===== src/rtl/scan_pkg.sv =====
// Shared encodings and select-range constants for the scan sequencer.
package scan_pkg;

    typedef enum logic [1:0] {
        ST_IDLE = 2'd0,
        ST_RUN  = 2'd1,
        ST_DONE = 2'd2
    } state_e;

    localparam logic [2:0] SEL_MIN = 3'd0;
    localparam logic [2:0] SEL_MAX = 3'd7;

    // Code the scan starts from for a given direction.
    function automatic logic [2:0] first_sel(input logic dir);
        return dir ? SEL_MAX : SEL_MIN;
    endfunction

    // Code the scan ends on for a given direction.
    function automatic logic [2:0] last_sel(input logic dir);
        return dir ? SEL_MIN : SEL_MAX;
    endfunction

endpackage


===== src/rtl/scan_seq_if.sv =====
// Control/status bundle between a scan requester and the scan sequencer.
interface scan_seq_if;
    logic       start;
    logic       stop;
    logic       mode;
    logic       dir;
    logic       en;
    logic [2:0] sel;
    logic       busy;
    logic       done;
    logic       wrap;

    modport master (
        output start, stop, mode, dir,
        input  en, sel, busy, done, wrap
    );

    modport slave (
        input  start, stop, mode, dir,
        output en, sel, busy, done, wrap
    );
endinterface


===== src/rtl/scan_tick.sv =====
// Dwell counter: counts 0..DWELL-1 while run is high, pulses tick on the last count.
module scan_tick #(
    parameter int unsigned DWELL = 4
) (
    input  logic clk,
    input  logic rst,
    input  logic clear,
    input  logic run,
    output logic tick
);
    localparam logic [7:0] LAST = 8'(DWELL - 1);

    logic [7:0] cnt_q, cnt_d;

    // Tick marks the final cycle a select code is held.
    always_comb begin
        tick  = run && (cnt_q == LAST);
        cnt_d = cnt_q;
        if (run) cnt_d = tick ? 8'd0 : cnt_q + 8'd1;
    end

    // Counter register; clear keeps it at zero whenever not scanning.
    always_ff @(posedge clk) begin
        if (rst || clear) cnt_q <= 8'd0;
        else              cnt_q <= cnt_d;
    end
endmodule


===== src/rtl/scan_seq.sv =====
// Scan sequencer: steps a 3-bit select through 0..7 (or 7..0) holding each
// code DWELL cycles, for an external 3-to-8 decoder. One-shot or continuous.
module scan_seq
    import scan_pkg::*;
#(
    parameter int unsigned DWELL = 4
) (
    input  logic       clk,
    input  logic       rst,
    scan_seq_if.slave  bus
);
    state_e     state_q;
    logic [2:0] sel_q;
    logic       en_q, busy_q, done_q, wrap_q;
    logic       mode_q, dir_q;
    logic       tick;

    // Counter runs only in RUN; held clear otherwise so every scan starts at 0.
    scan_tick #(.DWELL(DWELL)) u_tick (
        .clk   (clk),
        .rst   (rst),
        .clear (state_q != ST_RUN),
        .run   (state_q == ST_RUN),
        .tick  (tick)
    );

    // Control FSM with all outputs registered.
    always_ff @(posedge clk) begin
        if (rst) begin
            state_q <= ST_IDLE;
            sel_q   <= SEL_MIN;
            en_q    <= 1'b0;
            busy_q  <= 1'b0;
            done_q  <= 1'b0;
            wrap_q  <= 1'b0;
            mode_q  <= 1'b0;
            dir_q   <= 1'b0;
        end else begin
            done_q <= 1'b0;
            wrap_q <= 1'b0;
            case (state_q)
                ST_IDLE: begin
                    // Stop outranks start when both arrive together.
                    if (bus.start && !bus.stop) begin
                        state_q <= ST_RUN;
                        mode_q  <= bus.mode;
                        dir_q   <= bus.dir;
                        sel_q   <= first_sel(bus.dir);
                        en_q    <= 1'b1;
                        busy_q  <= 1'b1;
                    end
                end
                ST_RUN: begin
                    if (bus.stop) begin
                        state_q <= ST_IDLE;
                        en_q    <= 1'b0;
                        busy_q  <= 1'b0;
                    end else if (tick) begin
                        if (sel_q == last_sel(dir_q) && !mode_q) begin
                            state_q <= ST_DONE;
                            en_q    <= 1'b0;
                            busy_q  <= 1'b0;
                            done_q  <= 1'b1;
                        end else begin
                            // 3-bit arithmetic gives the modulo-8 wrap for free.
                            sel_q  <= dir_q ? sel_q - 3'd1 : sel_q + 3'd1;
                            wrap_q <= (sel_q == last_sel(dir_q));
                        end
                    end
                end
                ST_DONE: state_q <= ST_IDLE;
                default: state_q <= ST_IDLE;
            endcase
        end
    end

    assign bus.en   = en_q;
    assign bus.sel  = sel_q;
    assign bus.busy = busy_q;
    assign bus.done = done_q;
    assign bus.wrap = wrap_q;
endmodule


===== src/flat_wrapper.sv =====
// flat-port wrapper written by rule: the top's interface ports become plain ports
module scan_seq_flat import scan_pkg::*;
#(
    parameter int unsigned DWELL = 4
)
  (clk, rst, bus_start, bus_stop, bus_mode, bus_dir, bus_en, bus_sel, bus_busy, bus_done, bus_wrap);
  scan_seq_if bus_i ();
  input  logic clk;
  input  logic rst;
  input wire logic [$bits(bus_i.start)-1:0] bus_start;
  input wire logic [$bits(bus_i.stop)-1:0] bus_stop;
  input wire logic [$bits(bus_i.mode)-1:0] bus_mode;
  input wire logic [$bits(bus_i.dir)-1:0] bus_dir;
  output wire logic [$bits(bus_i.en)-1:0] bus_en;
  output wire logic [$bits(bus_i.sel)-1:0] bus_sel;
  output wire logic [$bits(bus_i.busy)-1:0] bus_busy;
  output wire logic [$bits(bus_i.done)-1:0] bus_done;
  output wire logic [$bits(bus_i.wrap)-1:0] bus_wrap;
  assign bus_i.start = bus_start;
  assign bus_i.stop = bus_stop;
  assign bus_i.mode = bus_mode;
  assign bus_i.dir = bus_dir;
  assign bus_en = bus_i.en;
  assign bus_sel = bus_i.sel;
  assign bus_busy = bus_i.busy;
  assign bus_done = bus_i.done;
  assign bus_wrap = bus_i.wrap;
  scan_seq #(.DWELL(DWELL)) u_core (.clk(clk), .rst(rst), .bus(bus_i));
endmodule

===== config.mk =====
export PLATFORM = sky130hd
export DESIGN_NAME = scan_seq_flat
export DESIGN_NICKNAME = d
export VERILOG_FILES = /design/src/rtl/scan_pkg.sv /design/src/rtl/scan_seq_if.sv /design/src/rtl/scan_tick.sv /design/src/rtl/scan_seq.sv /design/src/flat_wrapper.sv
export SDC_FILE = /design/constraint.sdc
export NUM_CORES = 1
export LEC_CHECK = 0
export CORE_MARGIN = 3
export CORE_UTILIZATION = 52
export CTS_CLUSTER_DIAMETER = 80
export CTS_CLUSTER_SIZE = 24
export DETAILED_ROUTE_END_ITERATION = 8
export MAX_ROUTING_LAYER = met4
export PLACE_DENSITY = 0.73
export SLEW_MARGIN = 20
export SYNTH_ARGS = -nofsm -noshare
export SYNTH_HDL_FRONTEND = slang
export SYNTH_SLANG_ARGS = --single-unit

===== constraint.sdc =====
create_clock -name clk -period 1.7 [get_ports clk]
set_input_delay 0.34 -clock clk [delete_from_list [all_inputs] [get_ports clk]]
set_output_delay 0.34 -clock clk [all_outputs]
set_load 0.1 [all_outputs]

# Yosys cells after proc, flatten, opt, wreduce, memory -nomap -nowiden
# Index checks and enable logic that the tools add are counted.
# totals
ff_bits	18
wordCells	57
# op_classes
bitwise	2
eq_ne	10
reduce_logical	14
n_addsub	3
muxes	20
# op_table
cell	n
$mux W3	7
$add A8 B1 Y8 const B	1
$eq A8 B2 Y1 const B	1
$mux W2	4
$mux W8	1
$ne A2 B1 Y1 const B	3
$ne A3 B2 Y1 const B	2
$pmux W3 S2	1
$mux W1	5
$reduce_and A5 Y1	1
$reduce_or A5 Y1	1
$ne A2 B2 Y1 const B	2
$pmux W2 S2	1
$reduce_and A4 Y1	1
$reduce_or A4 Y1	1
$add A3 B1 Y3 const B	1
$eq A3 B3 Y1	1
$logic_and A1 B1 Y1	3
$reduce_and A3 Y1	1
$sub A3 B1 Y3 const B	1
$eq A2 B1 Y1 const B	1
$logic_not A1 Y1	2
$logic_not A2 Y1	1
$not A1 Y1	2
other kinds (4)	4

# Longest topological paths before layout
# Gate-level depths: netlist of run 1.
# logic_depth
word_depth	7
mapped_depth	6
depth_no_buf	6

# Cells and area by module
# From an unflattened synthesis of run 1, not the netlist that was laid out.
# hier_totals
cells_unflattened	99
area_unflattened_um2	923.4
# by_module_without_submodules
mod	area_per_inst_um2	n_inst	cells_per_inst	seq_area_each_um2
scan_seq	524.3	1	56	200.2
scan_tick	399.1	1	43	160.2

# Worst setup path before layout of run 1
# OpenSTA, ideal clock, no wires.
# synth_path
path_type	reg2reg
startpoint	reg u_core.sel_q[0], in the netlist u_core.bus.sel[0]
endpoint	reg u_core.sel_q[2], in the netlist u_core.bus.sel[2]
required_ns	1.627
setup_ns	0.073
setup_slack_ns	-0.743
stages_incl_launch_ff	7
t_arrival_ns	2.371
synth_period_minus_slack_ns	2.443
cell_sequence	dfxtp_1 inv_1 fa_1 xnor2_1 xnor2_1 a211o_1 mux2i_1
# synth_between
elab_chain_len	6
word_cells_on_any_way	11
cone_classes	add/sub: 2; eq/ne: 2; mux: 5; reduce/logical: 2
# synth_rtl
item	line	source
start, declared	scan_seq.sv:13	logic [2:0] sel_q;
start signal, assigned	scan_seq.sv:48	sel_q <= first_sel(bus.dir);
start signal, assigned	scan_seq.sv:66	sel_q <= dir_q ? sel_q - 3'd1 : sel_q + 3'd1;
$add A3 B1 Y3 / $sub A3 B1 Y3 (equally long branches)	scan_seq.sv:66	
$mux W3	scan_seq.sv:66	
$mux W3	scan_seq.sv:59	if (sel_q == last_sel(dir_q) && !mode_q) begin
$mux W3	scan_seq.sv:58	end else if (tick) begin
$mux W3	scan_seq.sv:54	if (bus.stop) begin
$pmux W3 S2	scan_seq.sv:41	case (state_q)
# Several ways; a longest one is shown, not always the timed one. The select of a mux whose other input is x is not followed.
# A chain may end at the register's enable or synchronous reset.

# Worst setup path after layout of run 1
# layout_path
startpoint	reg u_core.u_tick.cnt_q[0]
endpoint	reg u_core.sel_q[0], in the netlist u_core.bus.sel[0]
# layout_between
elab_chain_len	4
# layout_rtl
item	line	source
start, declared	scan_tick.sv:13	logic [7:0] cnt_q, cnt_d;
start signal, assigned	scan_tick.sv:25	else cnt_q <= cnt_d;
$eq A8 B2 Y1	scan_tick.sv:17	tick = run && (cnt_q == LAST);
$logic_and A1 B1 Y1	scan_tick.sv:17	
$ne A2 B1 Y1 (no line)	--	
$reduce_and A5 Y1 (no line)	--	
# Every way passes these cells.

==> results of run 1 <==
## layout by cell type (no fill, tap or decap), types with 2 or more instances in the layout
cell type        Yosys  final
nand3_1              2      2
clkbuf_4             0      3
dfxtp_1             18     13
dfxtp_2              0      3
xnor2_1              2      2
xor2_1               6      6
dfxtp_4              0      2
mux2i_1              3      3
buf_12               0      7
inv_1                5      3
buf_4                2      9
nor2_1              13     13
clkdlybuf4s50_1      0      5
nand2_1             10     10
o21ai_0              2      2
nand4_1              3      3
a21oi_1              4      4
a211o_1              2      2
ha_1                 2      2
## stage by stage
stage	std cells	power, mW	area, µm²	setup TNS (ns)
floorplan	94	0.574	917	0
global placement	129	0.649	1180	-0.0390
detailed placement	129	0.654	1180	-0.0821
CTS	133	0.915	1220	0
global route	133	0.952	1230	0
finish	133	0.907	1230	0
## registers in the layout, summed over array words and instances (netlist names)
signal and flops:
u_core.u_tick.cnt_q 8, u_core.dir_q 1, u_core.mode_q 1, u_core.bus.busy 1, u_core.bus.done 1, u_core.state_q 2
u_core.bus.sel 3, u_core.bus.wrap 1
## area by class of cell
cell class                      count  area, µm²  area share, %
Timing Repair Buffer               21        258           21.0
Inverter                            5       21.3           1.73
Sequential cell                    18        372           30.3
Clock buffer                        4       36.3           2.96
Tap cell                           16       20.0           1.63
Multi-Input combinational cell     69        519           42.3
## where the power goes
part           switching [mW]  internal (mW)  leakage [nW]
clock network           0.134          0.131        0.0210
registers              0.0180          0.433         0.149
logic                   0.107         0.0855         0.314
## worst max-delay path, cell delays in order, from the launching register on
cell	delay (ns)
dfxtp_1	0.38
ha_1	0.24
nor4b_4	0.25
and2_4	0.21
a31oi_4	0.08
a311o_1	0.35
## per-layer routing
layer / part of all wire [%] / routed length [µm]
met1: 46 / 834
met3: 2.8 / 50
met4: 1.5 / 27
met2: 50 / 895
met5: 0 / 0
## worst min path at each step
| stage | to | start | slack [ns] |
|---|---|---|---|
| 4_1_cts | u_core.mode_q | u_core.mode_q | 0.49 |
| 3_5_place_dp | u_core.u_tick.cnt_q[0] | u_core.u_tick.cnt_q[0] | 0.47 |
| 6_report | u_core.mode_q | u_core.mode_q | 0.49 |
| 5_1_grt | u_core.mode_q | u_core.mode_q | 0.51 |
| 2_1_floorplan | u_core.dir_q | rst | 0.41 |
| 3_3_place_gp | u_core.u_tick.cnt_q[0] | u_core.u_tick.cnt_q[0] | 0.44 |
## what timing repair did
item | CTS | global route
gates resized for setup | 0 | 2
hold buffers | 0 | 0
endpoints found under the setup margin | 0 | 2
## logic make-up (layout without fill, tap and decap cells)
| group | Yosys count | in the layout |
|---|---|---|
| flops | 18 | 18 |
| buf+inv | 7 | 30 |
| simple gates | 42 | 42 |
| compound gates | 13 | 13 |
| fa+ha+maj | 3 | 3 |
| xor+xnor | 8 | 8 |
| mux | 3 | 3 |
==> impl_metrics.toml, run 1 <==
[die]
die_y_um = 47.7
rows = 14
die_w_um = 47.7
dieArea_mm2 = 0.00227
start_util_pct = 57.2
pin_count = 13
core_mm2 = 0.00158

[timing]
finalSetupViolations = 0
maxSlewHeadroom_pct = 79.2
worst_slack_ns = 0.0735
rsz0062_at_grt = "false"
tightest_slew_ns = 0.311
fmax_mhz = 615
hold_viol = 0
holdWs_ns = 0.488
slew_violations = 0
fin_crit_sh_pct = 95.7
skew_ns = 0.000945
min_period_ns = 1.63

[placed_design]
hpwl_um = 1460
place_ws_ns = -0.0821
portBuffers = 12
gp_congestion = 0.768

[worst_setup_path]
crit_end = "u_core.bus.sel[0]"
critPathCaptureType = "flop"
crit_type = "reg2reg"
critical_path_peak_fanout = 4
worst_ep_required_time_ns = 1.89
timing.rr.end = "u_core.bus.sel[0]"
r2r_slack_ns = 0.07
r2r_start = "u_core.u_tick.cnt_q[0]"
crit_path_start_kind = "flop"
arrival_ns = 1.82
startpoint = "u_core.u_tick.cnt_q[0]"
worstRegToRegCells = 5

[synthesis]
synth-compound-area-share_pct = 12.2
synth_edf_count = 0
synthSimpleGateAreaFrac_pct = 28.0
syn_nets = 103
yosysWarnings = 0
synthCells = 94
synth_xor_area_share_pct = 7.77
synthTopCellsByCount = "18 x dfxtp_1, 13 x nor2_1, 10 x nand2_1, 6 x xor2_1, 5 x inv_1"
synth-adder-area-share_pct = 4.99
yosysTopAreaCellShare_pct = 39.9
ys_seq_area_share_pct = 39.9
synth_ff_type = "dfxtp_1"
synthTopCellsByArea = "dfxtp_1 40%, xor2_1 5.8%, nor2_1 5.4%"
synth_top_area_cell = "dfxtp_1"
ys_ff_latch = 18
yosysMostFrequentCell = "dfxtp_1"
synth_area_um2 = 902
synth-async-reset-ratio_pct = 0
synthMuxAreaShare_pct = 3.33
avgSynthCellArea_um2 = 9.60
yosysUniqueCellTypes = 33
synth_top_family_by_area = "simple AND/OR/NAND/NOR gates"

[power_and_ir_drop]
vdd.ir_drop.worst_mv = 0.602
power.leakage_nw = 0.484
power.density_mw_per_mm2 = 740

[global_routing]
use_met2_pct = 30.7
overflow = 0
top_usage_layer = "met2"
grt_use_total_pct = 20.5
grtUsageMet3_pct = 4.51
antenna_found_initial = 0
grt_pass1_vias = 717
grt_pass1_wl_um = 3100
grt_max_degree = 11
grt_use_met1_pct = 26.0

[layout]
fillers = 109
utilization_pct = 77.8
area_delta_synth_final_pct = 35.9
diodes = 0
drive_gt1_share_pct = 33.3
final_nets = 127

[cts]
clock_latency_ns = 0.29
cts_setup_buffers = 0
cts_root_buf = "clkbuf_4"
numCtsBuffers = 3
cts_tree = "yes"
clk_path_buf_depth = 2
clk_pin_slew_ns = 0.10
htreeDepth = 1
clock_sinks = 18

[route]
num_vias = 718
viasPerCell = 5.40
drt_first_pass_iters = 4
totalWireLength_um = 1810
drtIter0Drc = 3
ant_nets = 0
wl_per_cell_um = 13.6
remaining_drc_errors = 0

[outcome]
outcome = "completed"

[worst_hold_path]
min_path_cells = 2
hp-class = "reg2reg"

[job]
cap_violations = 0
No activity file was read; power rests on OpenSTA's default activity.
==> inputs of run 2 (changes only) <==
Settings changed: MAX_ROUTING_LAYER met4 to unset.
Clock period 1.7 ns to 1.8 ns, I/O delays scaled along.
==> run 2 against run 1 <==
  * Sequential share of layout area grew 0.58 points
  * Critical path depth grew 1
  * Final cell count shrank 1.5%
  * Global-route usage decreased by 1.2 points
  * Setup slack improved by 0.048 ns
  * Clock-buffer cell count unchanged
  * Largest power group unchanged
  * Highest routed layer unchanged
==> impl_metrics.toml, run 2 (same netlist as run 1, synthesis figures left out) <==
[placed_design]
hpwl_um = 1390
gp_congestion = 0.795
post-place-cells = 127
portBuffers = 12

[die]
dieArea_mm2 = 0.00227
die_y_um = 47.7
rows = 14
pin_count = 13
die_w_um = 47.7
core_mm2 = 0.00158
start_util_pct = 57.2

[timing]
fin_crit_sh_pct = 93.3
maxSlewHeadroom_pct = 69.8
setup_tns_ns = 0
skew_ns = 0.00796
finalSetupViolations = 0
slew_violations = 0
hold_viol = 0
holdWs_ns = 0.475
fmax_mhz = 596
tightest_slew_ns = 0.452
min_period_ns = 1.68
rsz0062_at_grt = "false"

[power_and_ir_drop]
power.leakage_nw = 0.471
power.density_mw_per_mm2 = 715
vdd.ir_drop.worst_mv = 0.662
power_mw = 0.855

[layout]
drive_gt1_share_pct = 28.7
largest_register = "u_core.u_tick.cnt_q"
area_delta_synth_final_pct = 32.5
final_nets = 125
layout_commonest_cell = "dfxtp_1"
largest_reg_flops = 8
mostFrequentLayoutCells = "15 x dfxtp_1, 13 x nor2_1, 10 x nand2_1"
diodes = 0
utilization_pct = 75.8
finalNonFillerCells = 131

[route]
ant_nets = 0
viasPerCell = 5.61
remaining_drc_errors = 0
drtIter0Drc = 7
drt_first_pass_iters = 3
totalWireLength_um = 1820
wl_per_cell_um = 13.9
num_vias = 735

[cts]
cts_setup_buffers = 0
clock_sinks = 18
cts_tree = "yes"
clock_latency_ns = 0.30
numCtsBuffers = 3
clk_pin_slew_ns = 0.10
ctsResizeCount = 0
clk_path_buf_depth = 2
htreeDepth = 1
cts_root_buf = "clkbuf_4"
hold_buffers = 0

[worst_setup_path]
slowest_stage = "fa_1"
r2r_slack_ns = 0.12
worstRegToRegCells = 6
arrival_ns = 1.92
critPathCaptureType = "flop"
critical_path_peak_fanout = 6
crit_type = "reg2reg"
r2r_start = "u_core.bus.sel[0]"
crit_path_start_kind = "flop"
critical_path.top_delay_family = "adder cells"
worst_ep_required_time_ns = 2.04
timing.rr.end = "u_core.bus.sel[2]"
crit_chain = "inv_2 -> fa_1 -> xnor2_1 -> xnor2_1 -> a211o_1 -> mux2i_1"
cp_num_buf_inv = 1
crit_top_cell = "xnor2_1"
max_stage_delay_ns = 0.43

[global_routing]
grt_max_degree = 11
grt_pass1_wl_um = 3000
overflow = 0
antenna_found_initial = 0
grt_pass1_vias = 721
grt_use_total_pct = 19.3

[worst_hold_path]
min_to = "u_core.u_tick.cnt_q[0]"
hp-class = "reg2reg"
min_path_cells = 1
hold_start = "u_core.u_tick.cnt_q[0]"

[outcome]
outcome = "completed"

[job]
cap_violations = 0
## run 2: cell types whose count changed in the layout (fill, tap and decap cells not counted)
cell	previous run	this run
buf_4	9	7
dfxtp_1	13	15
dfxtp_2	3	1
fa_1	0	1
fa_2	1	0
inv_1	3	4
inv_4	1	0
nor4b_2	1	2
nor4b_4	1	0
## run 2: final cells by class
| type | instances | area (µm²) |
|---|---|---|
| Clock buffer | 4 | 36.3 |
| Fill cell | 111 | 382 |
| Inverter | 5 | 18.8 |
| Multi-Input combinational cell | 69 | 508 |
| Sequential cell | 18 | 369 |
| Tap cell | 16 | 20.0 |
| Timing Repair Buffer | 19 | 243 |
## run 2: metrics by stage
stage,instance area (µm²),setup WS [ns]
6_report,1190,0.121
5_1_grt,1190,0.00229
4_1_cts,1190,0.0963
3_5_place_dp,1160,0.00269
3_3_place_gp,1160,0.0356
2_1_floorplan,911,0.00104
## run 2: how the worst max path moves through the flow
stage | start | endpoint | depth (start not counted)
2_1_floorplan | u_core.bus.sel[0] | u_core.bus.sel[2] | 6
3_3_place_gp | bus_stop | u_core.bus.sel[0] | 5
3_5_place_dp | bus_stop | u_core.bus.sel[0] | 5
4_1_cts | u_core.bus.sel[0] | u_core.bus.sel[2] | 6
5_1_grt | u_core.bus.sel[0] | u_core.bus.sel[2] | 6
6_report | u_core.bus.sel[0] | u_core.bus.sel[2] | 6
## run 2: report_power, final
part	switching (mW)	leakage [nW]	internal, mW	total [mW]
Combinational	0.101	0.302	0.0775	0.179
Sequential	0.0159	0.148	0.408	0.424
Clock	0.128	0.0210	0.124	0.252
## run 2: layer usage
metal | part of all wire, % | up-vias | routed length [µm] | global-route usage [%]
li1 | - | 373 | - | -
met1 | 42 | 345 | 770 | 21.1
met2 | 53 | 10 | 959 | 35.0
met3 | 2.5 | 7 | 45 | 2.63
met4 | 2.3 | 0 | 41 | 11.8
met5 | 0 | - | 0 | 0
==> RTL change 1: new RTL, settings of run 2 <==
The 3 states of `state_e` get a one-hot encoding in 3 bits.
--- a/src/rtl/scan_pkg.sv
+++ b/src/rtl/scan_pkg.sv
@@ -1,10 +1,10 @@
 // Shared encodings and select-range constants for the scan sequencer.
 package scan_pkg;
 
-    typedef enum logic [1:0] {
-        ST_IDLE = 2'd0,
-        ST_RUN  = 2'd1,
-        ST_DONE = 2'd2
+    typedef enum logic [2:0] {
+        ST_IDLE = 3'b001,
+        ST_RUN  = 3'b010,
+        ST_DONE = 3'b100
     } state_e;
 
     localparam logic [2:0] SEL_MIN = 3'd0;
Formal check against the unedited RTL: same outputs for any inputs over 10 cycles, from zero or initial values and one cycle with rst high; not proved beyond that.
==> RTL change 1 against run 2 <==
- area after synthesis up 3.6%
- non-clock buffer count down 2
- worst setup slack got worse by 0.037 ns
- cell area grew 0.94%
- global-route usage shrank 1.1 points
- total power decreased by 5.1%
- sequential cell count increased by 1
- largest power group unchanged
- combinational power shrank 15%
- wire length rose by 6.9%
==> RTL change 1: results (changes against run 2) <==
Setup path
  – Worst R2R Start: u_core.dir_q (was u_core.bus.sel[0])
  – Reg2reg path depth: 5 (was 6)
  – CP max stage cell: dfxtp_1 (was fa_1)
  – Worst r2r dst: u_core.bus.sel[0] (was u_core.bus.sel[2])
  – R2R Setup Slk: 0.08 ns (was 0.12 ns)

Status
  – Status: finished clean (unchanged)

Global route
  – Global Route met3 Usage: 3.37% (was 2.63%)
  – Overall Global Routing Usage: 18.2% (was 19.3%)
  – Met1 usage: 21.7% (was 21.1%)
  – Largest net degree at the start of global routing: 12 (was 11)
  – Number of global-route vias before repair: 760 (was 721)
  – First-pass GRT wire length: 3300 um (was 3000 um)

Placed design
  – Setup slack at placement: 0.0806 ns (was 0.00269 ns)
  – Hpwl dp: 1450 um (was 1390 um)
  – RePlAce Congestion: 0.847 (was 0.795)

Drt
  – DR WL/cell: 13.7 um (was 13.9 um)
  – TritonRoute pass-1 iters: 4 (was 3)
  – Starting DRT DRC Count: 22 (was 7)

Power
  – Leakage Power: 0.456 nW (was 0.471 nW)
  – Worst vdd ir: 0.501 mV (was 0.662 mV)

Synthesis
  – Top post-synthesis cells by area: dfxtp_1 (41%), nor2_1 (4.8%), xor2_1 (4.7%) (was dfxtp_1 (40%), xor2_1 (5.8%), nor2_1 (5.4%))
  – Mapped Nets: 110 (was 103)
  – Syn Inst Count: 101 (was 94)
  – Fraction of the yosys area taken by sequential cells: 40.7% (was 39.9%)

STA
  – Slew margin rel.: 71.2% (was 69.8%)
  – Clock Skew: 0.000954 ns (was 0.00796 ns)

Final layout
  – Final #Nets: 128 (was 125)
  – Non-filler cells, final: 142 (was 131)
  – Layout cells sized above 1: 24.6% (was 28.7%)
[RTL change 1: logic make-up after synthesis]
family / share of synthesized area [%]
DFF: 40.7
buffers and inverters: 5.35
muxes: 2.14
adders and majority gates: 4.82
xor gates and xnor gates: 7.50
and+or+nand+nor: 26.0
AOI/OAI and AO/OA: 13.5
[RTL change 1: cell type report]
cell class | count | area, um2
fill | 113 | 388
multi-input combinational | 72 | 509
tap | 24 | 30.0
sequential | 19 | 389
clock inverter | 1 | 5.00
timing repair buffer | 17 | 228
clock buffer | 3 | 22.5
inverter | 6 | 22.5
[RTL change 1: per-layer routing]
metal	part of all wire [%]	routed length, um
met3	5.1	100
met4	4.4	85
met1	46	898
met2	44	857
met5	0	0
[RTL change 1: worst max path at each step]
stage                   endpoint  depth (start not counted)  slack [ns]
2_1_floorplan  u_core.bus.sel[2]                          6       -0.05
3_3_place_gp   u_core.bus.sel[2]                          5        0.13
3_5_place_dp   u_core.bus.sel[2]                          5        0.08
4_1_cts        u_core.bus.sel[2]                          5         0.1
5_1_grt        u_core.bus.sel[2]                          6       -0.05
6_report       u_core.bus.sel[0]                          5        0.08
[RTL change 1: worst register-to-register path, cell delays in order, from the launching register on]
cell	delay, ns
dfxtp_1	0.44
or3b_1	0.42
a21oi_1	0.28
a211oi_2	0.12
buf_4	0.17
o32ai_2	0.20
[RTL change 1: power breakdown]
| part | switching [mW] | internal (mW) |
|---|---|---|
| clock | 0.133 | 0.0829 |
| sequential | 0.0144 | 0.429 |
| combinational | 0.0874 | 0.0645 |
[RTL change 1: timing repair]
item	in CTS	in global routing
endpoints found under the setup margin	0	11
buffers inserted	0	1
resized for setup	0	1
==> RTL change 2: new RTL, settings of run 2 <==
Without the edit above. The package constant `SEL_MAX` goes from 3'd7 to 3'd3.
--- a/src/rtl/scan_pkg.sv
+++ b/src/rtl/scan_pkg.sv
@@ -8,7 +8,7 @@
     } state_e;
 
     localparam logic [2:0] SEL_MIN = 3'd0;
-    localparam logic [2:0] SEL_MAX = 3'd7;
+    localparam logic [2:0] SEL_MAX = 3'd3;
 
     // Code the scan starts from for a given direction.
     function automatic logic [2:0] first_sel(input logic dir);
Behaviour: not the same (Yosys sat finds a counterexample within 4 cycles, from zero or initial values and one cycle with rst high).
==> RTL change 2 against run 2 <==
- fmax shrank 4.1%
- worst setup slack got worse by 0.072 ns
- cell area up 3.8%
- sequential share of layout area is 0.92 points lower
- sequential cell count unchanged
- area after synthesis fell by 0.83%
- wire length increased by 14%
- non-clock buffer count rose by 5
- via count rose by 10%
- total power shrank 2.2%
- clock skew decreased by 0.0043 ns
- global-route usage is 2.9 points higher
- first-iteration DRC count rose to 3.3 times the old value
- critical endpoint is now u_core.state_q[1]
- highest routed layer unchanged
==> RTL change 2: results (changes against run 2) <==
Placed design
  – Hpwl dp: 1620 um (was 1390 um)
  – Placed cells: 134 (was 127)
  – Setup slack at placement: -0.113 ns (was 0.00269 ns)
  – Placed Area: 1190 um2 (was 1160 um2)

Final layout
  – Multi-input combinational area share: 41.7% (was 42.5%)
  – Bufs w/o clock: 24 (was 19)
  – Layout cells sized above 1: 33.6% (was 28.7%)
  – NonClk Buf Share: 22.6% (was 20.3%)
  – Seq area share: 30.0% (was 30.9%)
  – Clk tree area frac: 2.93% (was 3.04%)
  – Multi-input gates: 72 (was 69)

Setup path
  – Maximum fanout along the worst path: 3 (was 6)
  – Worst EP arrival: 1.99 ns (was 1.92 ns)
  – Worst path top cell family by delay: simple AND/OR/NAND/NOR gates (was adder cells)
  – CP max stage cell: or3b_4 (was fa_1)
  – CP max stage delay: 0.40 ns (was 0.43 ns)

Synthesis
  – Synth cell types: 38 (was 33)
  – Top post-synthesis cells by area: dfxtp_1 (40%), xor2_1 (5.9%), nor2_1 (5.0%) (was dfxtp_1 (40%), xor2_1 (5.8%), nor2_1 (5.4%))
  – Commonest cells in the netlist: dfxtp_1 (18), nor2_1 (12), nand2_1 (9), xor2_1 (6) (was dfxtp_1 (18), nor2_1 (13), nand2_1 (10), xor2_1 (6), inv_1 (5))
  – Mapped Nets: 106 (was 103)

Drt
  – Routed vias/inst: 5.86 (was 5.61)
  – Met1 wire length: 907 um (was 770 um)
  – DR WL/cell: 15.0 um (was 13.9 um)
  – Metal2 WL: 971 um (was 959 um)

STA
  – Clock Skew: 0.00370 ns (was 0.00796 ns)
  – Slew margin rel.: 75.6% (was 69.8%)

Power
  – Worst vdd ir: 0.436 mV (was 0.662 mV)
  – Leakage Power: 0.473 nW (was 0.471 nW)

Global route
  – First-pass GRT wire length: 3470 um (was 3000 um)
  – Number of global-route vias before repair: 771 (was 721)
  – Overall Global Routing Usage: 22.3% (was 19.3%)

Status
  – Status: finished clean (unchanged)

Min path
  – Hold Path Origin: u_core.mode_q (was u_core.u_tick.cnt_q[0])
==> RTL change 2: cell types whose count changed in the layout (fill, tap and decap cells not counted), moves of 2 or more <==
cell,run 2,this run
buf_4,7,12
inv_1,4,1
mux2i_1,3,0
or3_1,0,3
a211o_1,2,0
dfxtp_1,15,13
dfxtp_2,1,3
inv_2,1,3
nand3_1,2,0
nor2_1,13,11
nor4_1,0,2
==> RTL change 2: repair_timing <==
item,CTS,global route
resized for setup,2,5
endpoints found under the setup margin,3,5
pin swaps,0,4
==> RTL change 2: cell families after synthesis <==
| kind of cell | Yosys count | synth area share (%) |
|---|---|---|
| buf+inv | 7 | 3.64 |
| simple gates | 48 | 33.4 |
| fa+ha+maj | 3 | 5.03 |
| compound gates | 12 | 8.67 |
| xor+xnor | 8 | 7.83 |
| mux | 1 | 1.12 |
| flops | 18 | 40.3 |
==> RTL change 2: power breakdown <==
part | internal [mW] | switching, mW | total (mW)
Sequential | 0.407 | 0.0137 | 0.421
Combinational | 0.0720 | 0.0969 | 0.169
Clock | 0.123 | 0.123 | 0.246
==> RTL change 2: tightest hold or removal path, cell delays in order, from the launching register on <==
cell	delay, ns
dfxtp_1	0.34
nand2_1	0.06
a21oi_1	0.05
==> RTL change 2: final timing paths <==
path	slack, ns	endpoint	depth (start not counted)
worst max-delay path	0.05	u_core.state_q[1]	5
worst min-delay path	0.48	u_core.mode_q	2
worst max register to register	0.05	u_core.state_q[1]	5
worst min register to register	0.48	u_core.mode_q	2
==> RTL change 2: routing by layer <==
layer	track usage [%]	up-vias
li1	-	395
met1	30.7	369
met2	34.0	39
met3	3.76	6
met4	9.94	0
met5	0	-
